<file path="src/rtl/qsfp_mgmt_ctrl_if.sv">
// Low-speed management bundle of one QSFP cage: pin-level signals plus the
// software-facing control/status lines. master = controller, slave = cage/software side.
interface qsfp_mgmt_ctrl_if;
  logic       qsfp_modprsl;
  logic       qsfp_intl;
  logic       soft_reset_req;
  logic       lpmode_req;
  logic       int_clear;
  logic       qsfp_modsell;
  logic       qsfp_resetl;
  logic       qsfp_lpmode;
  logic       module_present;
  logic       module_ready;
  logic       int_pending;
  logic [1:0] state;

  modport master (
    input  qsfp_modprsl, qsfp_intl, soft_reset_req, lpmode_req, int_clear,
    output qsfp_modsell, qsfp_resetl, qsfp_lpmode, module_present, module_ready,
           int_pending, state
  );

  modport slave (
    output qsfp_modprsl, qsfp_intl, soft_reset_req, lpmode_req, int_clear,
    input  qsfp_modsell, qsfp_resetl, qsfp_lpmode, module_present, module_ready,
           int_pending, state
  );
endinterface

</file>
<file path="src/rtl/qsfp_mgmt_ctrl.sv">
// QSFP28 management sequencer: debounced presence, timed ResetL pulse and init wait,
// module_ready gating for the datapath, and a latched IntL interrupt.
module qsfp_mgmt_ctrl #(
  parameter int DEBOUNCE_CYCLES = 125000,
  parameter int RESET_CYCLES    = 1250,
  parameter int INIT_CYCLES     = 250000000,
  parameter int CNT_W           = 28
) (
  input  logic                 clk,
  input  logic                 rst_n,
  qsfp_mgmt_ctrl_if.master     mgmt
);

  typedef enum logic [1:0] {
    ST_ABSENT = 2'd0,
    ST_RESET  = 2'd1,
    ST_INIT   = 2'd2,
    ST_READY  = 2'd3
  } state_t;

  localparam logic [CNT_W-1:0] DEB_LAST   = CNT_W'(DEBOUNCE_CYCLES - 1);
  localparam logic [CNT_W-1:0] RESET_LAST = CNT_W'(RESET_CYCLES - 1);
  localparam logic [CNT_W-1:0] INIT_LAST  = CNT_W'(INIT_CYCLES - 1);

  logic prs_meta, prs_sync;
  logic int_meta, int_sync, int_prev;
  logic int_fall;

  // Synchronisers reset to the idle pin levels (absent, no interrupt).
  // NOTE: sequential state is always assigned with <= so every flop samples pre-edge values.
  always_ff @(posedge clk or negedge rst_n) begin
    if (!rst_n) begin
      prs_meta <= 1'b1;
      prs_sync <= 1'b1;
      int_meta <= 1'b1;
      int_sync <= 1'b1;
      int_prev <= 1'b1;
    end else begin
      prs_meta <= mgmt.qsfp_modprsl;
      prs_sync <= prs_meta;
      int_meta <= mgmt.qsfp_intl;
      int_sync <= int_meta;
      int_prev <= int_sync;
    end
  end

  assign int_fall = int_prev & ~int_sync;

  logic [CNT_W-1:0] deb_cnt;
  logic             present_q;

  always_ff @(posedge clk or negedge rst_n) begin
    if (!rst_n) begin
      deb_cnt   <= '0;
      present_q <= 1'b0;
    end else if (~prs_sync == present_q) begin
      deb_cnt <= '0;
    end else if (deb_cnt == DEB_LAST) begin
      present_q <= ~present_q;
      deb_cnt   <= '0;
    end else begin
      deb_cnt <= deb_cnt + 1'b1;
    end
  end

  state_t           state_q, state_d;
  logic [CNT_W-1:0] timer_q, timer_d;

  // NOTE: every always_comb output gets a default first so no path can infer a latch.
  always_comb begin
    state_d = state_q;
    timer_d = timer_q;
    if (!present_q) begin
      state_d = ST_ABSENT;
      timer_d = '0;
    end else if (mgmt.soft_reset_req && state_q != ST_ABSENT) begin
      state_d = ST_RESET;
      timer_d = '0;
    end else begin
      case (state_q)
        ST_ABSENT: begin
          state_d = ST_RESET;
          timer_d = '0;
        end
        ST_RESET: begin
          if (timer_q == RESET_LAST) begin
            state_d = ST_INIT;
            timer_d = '0;
          end else if (timer_q != '1) begin
            timer_d = timer_q + 1'b1;
          end
        end
        ST_INIT: begin
          if (timer_q == INIT_LAST) begin
            state_d = ST_READY;
            timer_d = '0;
          end else if (timer_q != '1) begin
            timer_d = timer_q + 1'b1;
          end
        end
        default: timer_d = '0;
      endcase
    end
  end

  logic resetl_q, modsell_q, lpmode_q, ready_q, int_pending_q;

  // Pin and status outputs are decoded from the next state so they flip on the same
  // edge as the state register.
  always_ff @(posedge clk or negedge rst_n) begin
    if (!rst_n) begin
      state_q       <= ST_ABSENT;
      timer_q       <= '0;
      resetl_q      <= 1'b0;
      modsell_q     <= 1'b1;
      lpmode_q      <= 1'b1;
      ready_q       <= 1'b0;
      int_pending_q <= 1'b0;
    end else begin
      state_q   <= state_d;
      timer_q   <= timer_d;
      resetl_q  <= (state_d == ST_INIT) || (state_d == ST_READY);
      modsell_q <= (state_d != ST_READY);
      lpmode_q  <= (state_d == ST_READY) ? mgmt.lpmode_req : 1'b1;
      ready_q   <= (state_d == ST_READY);
      // A new interrupt wins over a simultaneous clear so it is never lost.
      if (state_d == ST_ABSENT)
        int_pending_q <= 1'b0;
      else if (state_q == ST_READY && int_fall)
        int_pending_q <= 1'b1;
      else if (mgmt.int_clear)
        int_pending_q <= 1'b0;
    end
  end

  assign mgmt.qsfp_resetl    = resetl_q;
  assign mgmt.qsfp_modsell   = modsell_q;
  assign mgmt.qsfp_lpmode    = lpmode_q;
  assign mgmt.module_present = present_q;
  assign mgmt.module_ready   = ready_q;
  assign mgmt.int_pending    = int_pending_q;
  assign mgmt.state          = state_q;

endmodule

</file>
<file path="src/flat_wrapper.sv">
// flat-port wrapper written by rule: the top's interface ports become plain ports
module qsfp_mgmt_ctrl_flat 
#(
  parameter int DEBOUNCE_CYCLES = 125000,
  parameter int RESET_CYCLES    = 1250,
  parameter int INIT_CYCLES     = 250000000,
  parameter int CNT_W           = 28
)
  (clk, rst_n, mgmt_qsfp_modprsl, mgmt_qsfp_intl, mgmt_soft_reset_req, mgmt_lpmode_req, mgmt_int_clear, mgmt_qsfp_modsell, mgmt_qsfp_resetl, mgmt_qsfp_lpmode, mgmt_module_present, mgmt_module_ready, mgmt_int_pending, mgmt_state);
  qsfp_mgmt_ctrl_if mgmt_i ();
  input  logic clk;
  input  logic rst_n;
  input wire logic [$bits(mgmt_i.qsfp_modprsl)-1:0] mgmt_qsfp_modprsl;
  input wire logic [$bits(mgmt_i.qsfp_intl)-1:0] mgmt_qsfp_intl;
  input wire logic [$bits(mgmt_i.soft_reset_req)-1:0] mgmt_soft_reset_req;
  input wire logic [$bits(mgmt_i.lpmode_req)-1:0] mgmt_lpmode_req;
  input wire logic [$bits(mgmt_i.int_clear)-1:0] mgmt_int_clear;
  output wire logic [$bits(mgmt_i.qsfp_modsell)-1:0] mgmt_qsfp_modsell;
  output wire logic [$bits(mgmt_i.qsfp_resetl)-1:0] mgmt_qsfp_resetl;
  output wire logic [$bits(mgmt_i.qsfp_lpmode)-1:0] mgmt_qsfp_lpmode;
  output wire logic [$bits(mgmt_i.module_present)-1:0] mgmt_module_present;
  output wire logic [$bits(mgmt_i.module_ready)-1:0] mgmt_module_ready;
  output wire logic [$bits(mgmt_i.int_pending)-1:0] mgmt_int_pending;
  output wire logic [$bits(mgmt_i.state)-1:0] mgmt_state;
  assign mgmt_i.qsfp_modprsl = mgmt_qsfp_modprsl;
  assign mgmt_i.qsfp_intl = mgmt_qsfp_intl;
  assign mgmt_i.soft_reset_req = mgmt_soft_reset_req;
  assign mgmt_i.lpmode_req = mgmt_lpmode_req;
  assign mgmt_i.int_clear = mgmt_int_clear;
  assign mgmt_qsfp_modsell = mgmt_i.qsfp_modsell;
  assign mgmt_qsfp_resetl = mgmt_i.qsfp_resetl;
  assign mgmt_qsfp_lpmode = mgmt_i.qsfp_lpmode;
  assign mgmt_module_present = mgmt_i.module_present;
  assign mgmt_module_ready = mgmt_i.module_ready;
  assign mgmt_int_pending = mgmt_i.int_pending;
  assign mgmt_state = mgmt_i.state;
  qsfp_mgmt_ctrl #(.DEBOUNCE_CYCLES(DEBOUNCE_CYCLES), .RESET_CYCLES(RESET_CYCLES), .INIT_CYCLES(INIT_CYCLES), .CNT_W(CNT_W)) u_core (.clk(clk), .rst_n(rst_n), .mgmt(mgmt_i));
endmodule
</file>
<file path="config.mk">
export PLATFORM = sky130hd
export DESIGN_NAME = qsfp_mgmt_ctrl_flat
export DESIGN_NICKNAME = d
export VERILOG_FILES = /design/src/rtl/qsfp_mgmt_ctrl_if.sv /design/src/rtl/qsfp_mgmt_ctrl.sv /design/src/flat_wrapper.sv
export SDC_FILE = /design/constraint.sdc
export NUM_CORES = 1
export LEC_CHECK = 0
export CORE_MARGIN = 8
export CORE_UTILIZATION = 55
export CTS_CLUSTER_DIAMETER = 60
export DETAILED_ROUTE_END_ITERATION = 16
export HOLD_SLACK_MARGIN = 0.08
export PLACE_DENSITY_LB_ADDON = 0.12
export SYNTH_ARGS = -nofsm -noshare
export SYNTH_HDL_FRONTEND = slang
export SYNTH_SLANG_ARGS = --single-unit
</file>
<file path="constraint.sdc">
create_clock -name clk -period 1.8 [get_ports clk]
set_clock_uncertainty 0.1 [all_clocks]
set_input_delay 0.36 -clock clk [delete_from_list [all_inputs] [get_ports clk]]
set_output_delay 0.36 -clock clk [all_outputs]
set_load 0.02 [all_outputs]
</file>
After elaboration in Yosys (flattened, before gate mapping)

Cells that the tools add are included.

Flip-flop bits (word level): 69
Input port bits: 7
Word-level logic and storage cells: 57

Add/sub/neg operators: 2
Equality and inequality tests: 11
Muxes and demuxes: 17
Bitwise operators: 5
Reductions and logical operators: 8

Operator list:

| cell                                                                     | count |
|---|---|
| 28-bit 2-to-1 mux                                                        | 7 |
| 28-bit by 1-bit adder with 28-bit output (second input constant)         | 2 |
| 28-bit one-hot mux with 2 select lines                                   | 1 |
| 28-bit by 11-bit equality test with 1-bit output (second input constant) | 1 |
| 28-bit by 17-bit equality test with 1-bit output (second input constant) | 1 |
| 28-bit equality test (second input constant)                             | 1 |
| 28-bit inequality test (second input constant)                           | 1 |
| 2-bit equality test (second input constant)                              | 4 |
| 2-bit 2-to-1 mux                                                         | 4 |
| 2-bit one-hot mux with 3 select lines                                    | 1 |
| 2-bit zero test                                                          | 2 |
| 1-bit 2-to-1 mux                                                         | 4 |
| 1-bit NOT                                                                | 4 |
| 3-bit nonzero test                                                       | 1 |
| 2-bit by 1-bit equality test with 1-bit output (second input constant)   | 1 |
| 1-bit logical AND                                                        | 2 |
| 2-bit inequality test (second input constant)                            | 1 |
| 2-bit AND reduction                                                      | 1 |
| 2-bit nonzero test                                                       | 1 |
| 1-bit bitwise AND                                                        | 1 |
| 1-bit equality test                                                      | 1 |
| 1-bit logical OR                                                         | 1 |

Longest topological paths before layout

Gate-level depths: netlist of run 1.

Word-level depth: 7
Depth in mapped cells: 9

Worst setup path after synthesis of run 1

No wires, ideal clock.

Kind: register -> register
Start point: register u_core.state_q[0], in the netlist u_core.mgmt.state[0]
End point: register u_core.ready_q, in the netlist u_core.mgmt.module_ready
Setup time: 0.119 ns
Arrival: 1.796 ns
Required time: 1.581 ns
Slack: -0.215 ns
Stages on the path, launching flop included: 7
Buffers on the path: 0
Cells stage by stage: dfrtp_1 -> inv_1 -> ha_1 -> or4_1 -> o311ai_0 -> o311ai_1 -> and2_1

Cells in the longest elaborated chain, start to end: 5

RTL lines:

| what                                                                       | RTL line                                   | text |
|---|---|---|
| start: declaration                                                         | qsfp_mgmt_ctrl.sv:66                       | `state_t state_q, state_d;` |
| start signal: assignment                                                   | qsfp_mgmt_ctrl.sv:120                      | `state_q <= state_d;` |
| 2-bit equality test (tied with other cells)                                | qsfp_mgmt_ctrl.sv:80                       | `case (state_q)` |
| 2-bit one-hot mux with 3 select lines or 1-bit logical AND (tied branches) | qsfp_mgmt_ctrl.sv:80, qsfp_mgmt_ctrl.sv:76 |  |
| 2-bit 2-to-1 mux (*)                                                       | qsfp_mgmt_ctrl.sv:76                       | `end else if (mgmt.soft_reset_req && state_q != ST_ABSENT) begin` |
| 2-bit 2-to-1 mux (*)                                                       | qsfp_mgmt_ctrl.sv:73                       | `if (!present_q) begin` |
| named net u_core.state_d[0]                                                | qsfp_mgmt_ctrl.sv:66                       |  |
| 2-bit equality test (*)                                                    | qsfp_mgmt_ctrl.sv:125                      | `ready_q <= (state_d == ST_READY);` |
| end signal: assignment                                                     | qsfp_mgmt_ctrl.sv:125                      |  |
| end: declaration                                                           | qsfp_mgmt_ctrl.sv:106                      | `logic resetl_q, modsell_q, lpmode_q, ready_q, int_pending_q;` |

Mark *: on every way through the listed nets, which the timed path passes. The rest lies on a longest branch.
A chain may end at the register's enable or synchronous reset.

Worst setup path in the final report of run 1

Start point: register u_core.timer_q[1]
End point: register u_core.timer_q[6]

Cells in the longest elaborated chain, start to end: 6

RTL lines:

| what                                                                               | RTL line                                   | text |
|---|---|---|
| start: declaration                                                                 | qsfp_mgmt_ctrl.sv:67                       | `logic [CNT_W-1:0] timer_q, timer_d;` |
| start signal: assignment                                                           | qsfp_mgmt_ctrl.sv:121                      | `timer_q <= timer_d;` |
| 28-bit by 1-bit adder with 28-bit output or 28-bit inequality test (tied branches) | --                                         |  |
| 28-bit 2-to-1 mux                                                                  | qsfp_mgmt_ctrl.sv:89, qsfp_mgmt_ctrl.sv:97 |  |
| 28-bit 2-to-1 mux, on equally long branches                                        | qsfp_mgmt_ctrl.sv:94, qsfp_mgmt_ctrl.sv:86 |  |
| 28-bit one-hot mux with 2 select lines (*)                                         | qsfp_mgmt_ctrl.sv:80                       |  |
| 28-bit 2-to-1 mux (*)                                                              | qsfp_mgmt_ctrl.sv:76                       |  |
| 28-bit 2-to-1 mux (*)                                                              | qsfp_mgmt_ctrl.sv:73                       |  |
| named net u_core.timer_d[6]                                                        | qsfp_mgmt_ctrl.sv:67                       |  |

Marked as above.

==> metrics.txt, run 1 <==
outcome finished with violations; failing checks setup timing; row count 30; Post-synth EDFFs 0; leakage power figure 0.00218 uW; DR DRC count 0; area of the multi-input gates 2220 um^2; CTS sink count between 60 and 70; Final setup viols 33; actual slew at the worst max-slew pin approximately 0.44 ns; Top Ports 15; DR vias 3293; Post-Syn Instances roughly 380; initial core utilization roughly 56%; Synthesized Nets 392; most frequent cells in the layout buf_4, dfrtp_1, nor2_1; Highest Signal Layer met4; total CTS buffers 9; fin util approximately four fifths; register area share after synthesis a little under half; GP Congestion 0.901; Final Cell Area around 5200 um^2; unrepaired setup endpoints after global routing true; area grow syn2layout 41.4%; VDD IR-drop max roughly 0.5 mV; core area around 6600 um^2; DIE HEIGHT 97.9 um; IO Port Bufs 14; cell area after synthesis between 3000 and 4000 um^2; Max-Cap Viols 0; Metal-1 WL 4320 um; Clk pwr share 48.1%; Switching Share 20.1%; most common cell after layout, fill and taps aside buf_4; flops & latches, synth between 60 and 70; Worst-Skew Late Latency approximately 0.34 ns; Worst setup SP type flop; final setup margin -0.209 ns; met2 routed WL 5260 um; Hold Path Class flop to flop; Cell Pwr Density 614 nW/um^2; Filler Cell Count 423; Post-DP Area 4510 um^2; Ys Warns 0; Avg Cell Area, Syn 9.78 um^2; Max clock buf depth 2; TritonCTS clock tree done; power share of the combinational group 2.8%; sw power 642 uW; Setup CP Type flop to flop; critical path peak fanout 8; DP HPWL 6390 um; asr flop ratio synth 100%; H-tree depth 3; crit path time final about 2 ns; Fmax 498 MHz; drt initial violations 153; Post-synth top flop dfrtp_1; Final ANT Viol Nets 0; sequential power share 49.1%; global route overflow 0; first-pass GRT wire length ~15000 um; total power about 3200 uW; register area 1750 um^2; share of cells above drive strength 1 39.1%; CP arrival 2.13 ns; DR WL/cell 18.5 um; P_int roughly 2600 uW; die area 9580 um^2; drt total wl 10300 um; Pre-Repair DR Iteration Count 4; Met3 Wirelength 295 um; CTS root buffer clkbuf_8; initial antenna violation count 0; vias in the first global route 3315; largest net degree at the start of global routing 29; clock slew seen by the registers of the worst setup and hold paths around 0.07 ns; Final Cycle Share 112%; n_diodes 0; GR Util All Layers 19.7%; crit end category flop; # nets final around 490; WP data required 1.92 ns; count of cell types in the netlist 49; Rel. slew slack 70.5%; Final Hold Fails 0; chip width 97.9 um; vias per inst 5.92; max-slew violations 0
registers in the layout, indices dropped and copies added (netlist names):
register                    count
u_core.deb_cnt                 28
u_core.timer_q                 28
u_core.mgmt.int_pending         1
u_core.mgmt.module_ready        1
u_core.mgmt.module_present      1
u_core.int_prev                 1
u_core.prs_sync                 1
u_core.int_meta                 1
u_core.mgmt.qsfp_resetl         1
u_core.prs_meta                 1
u_core.mgmt.state               2
u_core.mgmt.qsfp_modsell        1
u_core.int_sync                 1
u_core.mgmt.qsfp_lpmode         1
worst max-delay path, cell delays in order, from the launching register on:
cell,delay (ns)
dfrtp_2,0.44
ha_4,0.17
nand4_1,0.15
nor4_4,0.26
buf_4,0.20
buf_6,0.14
a31oi_1,0.11
xnor2_1,0.26
nor2_2,0.07
power by group through the flow:
| stage | registers, uW | logic (uW) | clock network, uW |
|---|---|---|---|
| after floorplan | 1600 | 19.4 | 0 |
| after global placement | 1600 | 86.7 | 0 |
| after detailed placement | 1600 | 89.3 | 0 |
| after CTS | 1570 | 91.1 | 1560 |
| after global routing | 1570 | 99.6 | 1630 |
| final | 1570 | 88.6 | 1540 |
Yosys cell counts (3+ instances only):
master,instances,area (um^2)
or3_1,3,18.8
xor2_1,8,70.1
and3_1,14,87.6
nand2_1,20,75.1
nor4_1,15,93.8
nand4_1,13,81.3
nor4b_1,4,35.0
or4_1,6,45.0
ha_1,8,100
inv_1,11,41.3
a31oi_1,7,43.8
nor2_1,50,188
and4_1,4,35.0
dfrtp_1,62,1550
and2_1,4,25.0
nor3_1,11,55.1
o31ai_1,5,37.5
a311oi_1,3,26.3
mux2i_1,3,30.0
clkbuf_1,7,26.3
nand3b_1,3,22.5
o21ai_0,8,40.0
nor2b_1,3,18.8
buf_2,5,25.0
nand3_1,21,105
a21oi_1,11,55.1
dfstp_2,7,184
xnor2_1,30,263
buf_6,3,33.8
cell families after synthesis:
| group | synth area share, % |
|---|---|
| xor+xnor | 9.02 |
| simple gates | 28.9 |
| compound gates | 8.07 |
| buf+inv | 3.43 |
| mux | 0.814 |
| fa+ha+maj | 2.71 |
| flops | 47.0 |
metal layers:
metal | vias up | global-route usage (%)
li1 | 1561 | -
met1 | 1624 | 22.1
met2 | 71 | 35.4
met3 | 37 | 2.99
met4 | 0 | 10.2
met5 | - | 0
path summary, 6_finish.rpt:
kind | cells after the start | startpoint | slack, ns | endpoint
worst min register to register | 0 | u_core.prs_meta | 0.26 | u_core.prs_sync
worst max-delay path | 8 | u_core.timer_q[1] | -0.21 | u_core.timer_q[6]
max in group asynchronous | 3 | rst_n | 0.63 | u_core.int_sync
worst min-delay path | 0 | u_core.prs_meta | 0.26 | u_core.prs_sync
worst max register to register | 8 | u_core.timer_q[1] | -0.21 | u_core.timer_q[6]
min in group asynchronous | 2 | rst_n | 0.40 | u_core.deb_cnt[24]
cell type report:
class	count	area share (%)
Clock inverter	4	1.82
Timing Repair Buffer	97	16.6
Clock buffer	12	2.78
Sequential cell	69	33.5
Inverter	11	0.840
Multi-Input combinational cell	283	42.5
Tap cell	80	1.92
per-stage QoR:
step | setup WS, ns | TNS (ns) | cells | hold slack [ns]
2_1_floorplan | -0.0681 | -0.369 | 377 | -0.0356
3_3_place_gp | -0.210 | -5.00 | 529 | 0.216
3_5_place_dp | -0.272 | -7.79 | 529 | 0.221
4_1_cts | -0.130 | -3.16 | 549 | 0.258
5_1_grt | -0.290 | -7.87 | 556 | 0.263
6_report | -0.209 | -5.13 | 556 | 0.258
timing repair:
action                                  CTS  global route
gates resized for setup                  26            54
pin swaps                                 4            15
endpoints found under the hold margin    14             0
cloned                                    1             3
endpoints found under the setup margin   42            62
setup buffers                             2             4
hold buffers                              1             0
Note: power is estimated with default switching activity, not from simulation.
==> inputs of run 2 (changes only) <==
==> constraint.sdc (replaced) <==
create_clock -name clk -period 1.8 [get_ports clk]
set_clock_uncertainty 0.1 [all_clocks]
set_input_delay 0.18 -clock clk [delete_from_list [all_inputs] [get_ports clk]]
set_output_delay 0.18 -clock clk [all_outputs]
set_load 0.02 [all_outputs]
==> metrics.txt, run 2 (synthesis gave the netlist of run 1 again) <==
Final Hold Fails 0 (unchanged); CTS sink count 69 (unchanged); RR Startpoint u_core.timer_q[6]; H-tree depth 3 (unchanged); Placement Setup Slack -0.224 ns (+0.0484 ns); leakage power figure 0.00215 uW (-1.4%); outcome finished with violations; vias per inst 5.94 (+0.24%); share of cells above drive strength 1 39.8% (+0.76 points); Setup CP Type flop to flop; Filler Cell Count 410 (-3.1%); Rel. slew slack 65.2% (-5.3 points); fin util 78.5% (unchanged); final setup margin -0.200 ns (+0.00899 ns); chip width 97.9 um (unchanged); R2R Setup Slk -0.20 ns (about the same); CTS root buffer clkbuf_8; CP arrival 2.19 ns (+0.06 ns); total CTS buffers 9 (unchanged); largest net degree at the start of global routing 33 (+14%); GR Util All Layers 19.5% (-0.21 points); most used routing layer met2; Final Cycle Share 111% (-0.50 points); Worst setup SP type flop; n_diodes 0 (unchanged); TNS Setup -4.01 ns (+1.13 ns); DR WL/cell 17.7 um (-4.6%); DR vias 3396 (+3.1%); most frequent cells in the layout buf_4, dfrtp_1, nor2_1; first-pass GRT wire length 15300 um (-0.49%); grt met2 use 33.5% (-1.9 points); Top Ports 15 (unchanged); global route overflow 0 (unchanged); Max clock buf depth 2 (unchanged); power share of the combinational group 3.1% (+0.3 points); row count 30 (unchanged); Switching Share 24.2% (+4.2 points); vias in the first global route 3242 (-2.2%); core area 6640 um^2 (unchanged); unrepaired setup endpoints after global routing true; TritonCTS clock tree done; Reg2Reg Capture Point u_core.timer_q[19]; crit path time final 2.00 ns (-0.00899 ns); Worst Setup EP u_core.timer_q[19]; hold path startpoint mgmt_qsfp_modprsl; GP Congestion 0.840 (-6.7%); crit end category flop; Cell Pwr Density 531 nW/um^2 (-14%); initial antenna violation count 0 (unchanged); critical path peak fanout 6 (-2); GR Layer Usage met1 22.9% (+0.88 points); CP startpoint u_core.timer_q[6]; drt initial violations 275 (+80%); Max-Cap Viols 0 (unchanged); r2r worst-path depth 6 (-2); Worst-Skew Late Latency 0.36 ns (+0.02 ns); most common cell after layout, fill and taps aside buf_4; Clk pwr share 40.0% (-8.1 points); initial core utilization 55.5% (unchanged); GR Layer Usage met3 4.98% (+2.0 points); Hold Path Class input pin to flop; Pre-Repair DR Iteration Count 4 (unchanged); Final setup viols 33 (unchanged); IO Port Bufs 14 (unchanged); # nets final 502 (+3.3%); sw power 671 uW (+4.5%); Fmax 500 MHz (+0.45%); clock slew seen by the registers of the worst setup and hold paths 0.08 ns (about the same); DR DRC count 0 (unchanged); VDD IR-drop max 0.369 mV (-26%); max-slew violations 0 (unchanged); actual slew at the worst max-slew pin 0.522 ns (+0.0801 ns); sequential power share 56.9% (+7.8 points); DIE HEIGHT 97.9 um (unchanged); WP data required 1.99 ns (+0.07 ns); DP HPWL 6100 um (-4.5%); area grow syn2layout 41.4% (unchanged); die area 9580 um^2 (unchanged); P_int 2100 uW (-18%); Final ANT Viol Nets 0 (unchanged); drt total wl 10100 um (-1.9%); failing checks setup timing
-- run 2: worst min-delay path by stage --
stage	endpoint	cells after the start	slack, ns
5_1_grt	u_core.prs_meta	1	0.12
6_report	u_core.prs_meta	1	0.13
4_1_cts	u_core.prs_meta	1	0.12
3_3_place_gp	u_core.deb_cnt[21]	1	0.08
2_1_floorplan	u_core.deb_cnt[0]	0	-0.22
3_5_place_dp	u_core.deb_cnt[21]	1	0.08
-- run 2: layout make-up --
class                           instances  area [um^2]  share of cell area, %
Clock buffer                           10          128                   2.45
Clock inverter                          6         41.3                  0.792
Inverter                               11         43.8                  0.840
Multi-Input combinational cell        284         2190                   42.0
Sequential cell                        69         1750                   33.6
Tap cell                               80          100                   1.92
Timing Repair Buffer                  112          962                   18.4
-- run 2: repair_timing --
item                                    CTS  global route
hold buffers                              1             0
endpoints found under the setup margin   43            63
gates cloned                              0             4
pin swaps                                 8            19
hold endpoints to repair                 19             0
buffers inserted                          7            16
gates resized for setup                  22            45
-- run 2: critical path, cell delays in order, from the launching register on --
cell and delay (ns):
dfrtp_1 0.41, nand3_4 0.13, nor4_4 0.34, buf_4 0.19
nand3_4 0.11, or4_4 0.50, a21oi_2 0.15
-- run 2: through the flow --
stage                     total power [uW]  cell area, um^2  hold WS (ns)  cells
after detailed placement              1680             4510        0.0779    529
final                                 2770             5220         0.127    572
after global placement                1680             4510        0.0752    529
after CTS                             2780             4850         0.116    553
after global routing                  2860             5220         0.123    572
after floorplan                       1620             3780        -0.216    377
-- run 2: power by group through the flow --
| stage | clock, uW | combinational (uW) | sequential, uW |
|---|---|---|---|
| after floorplan | 0 | 19.4 | 1600 |
| after global placement | 0 | 81.4 | 1600 |
| after detailed placement | 0 | 82.3 | 1600 |
| after CTS | 1120 | 85.4 | 1570 |
| after global routing | 1190 | 98.7 | 1580 |
| final | 1110 | 85.7 | 1570 |
-- run 2: layer usage --
layer	vias to the layer above	wire length, um
met5	-	0
met4	0	270
met3	24	419
met2	95	5310
met1	1692	4110
li1	1585	-
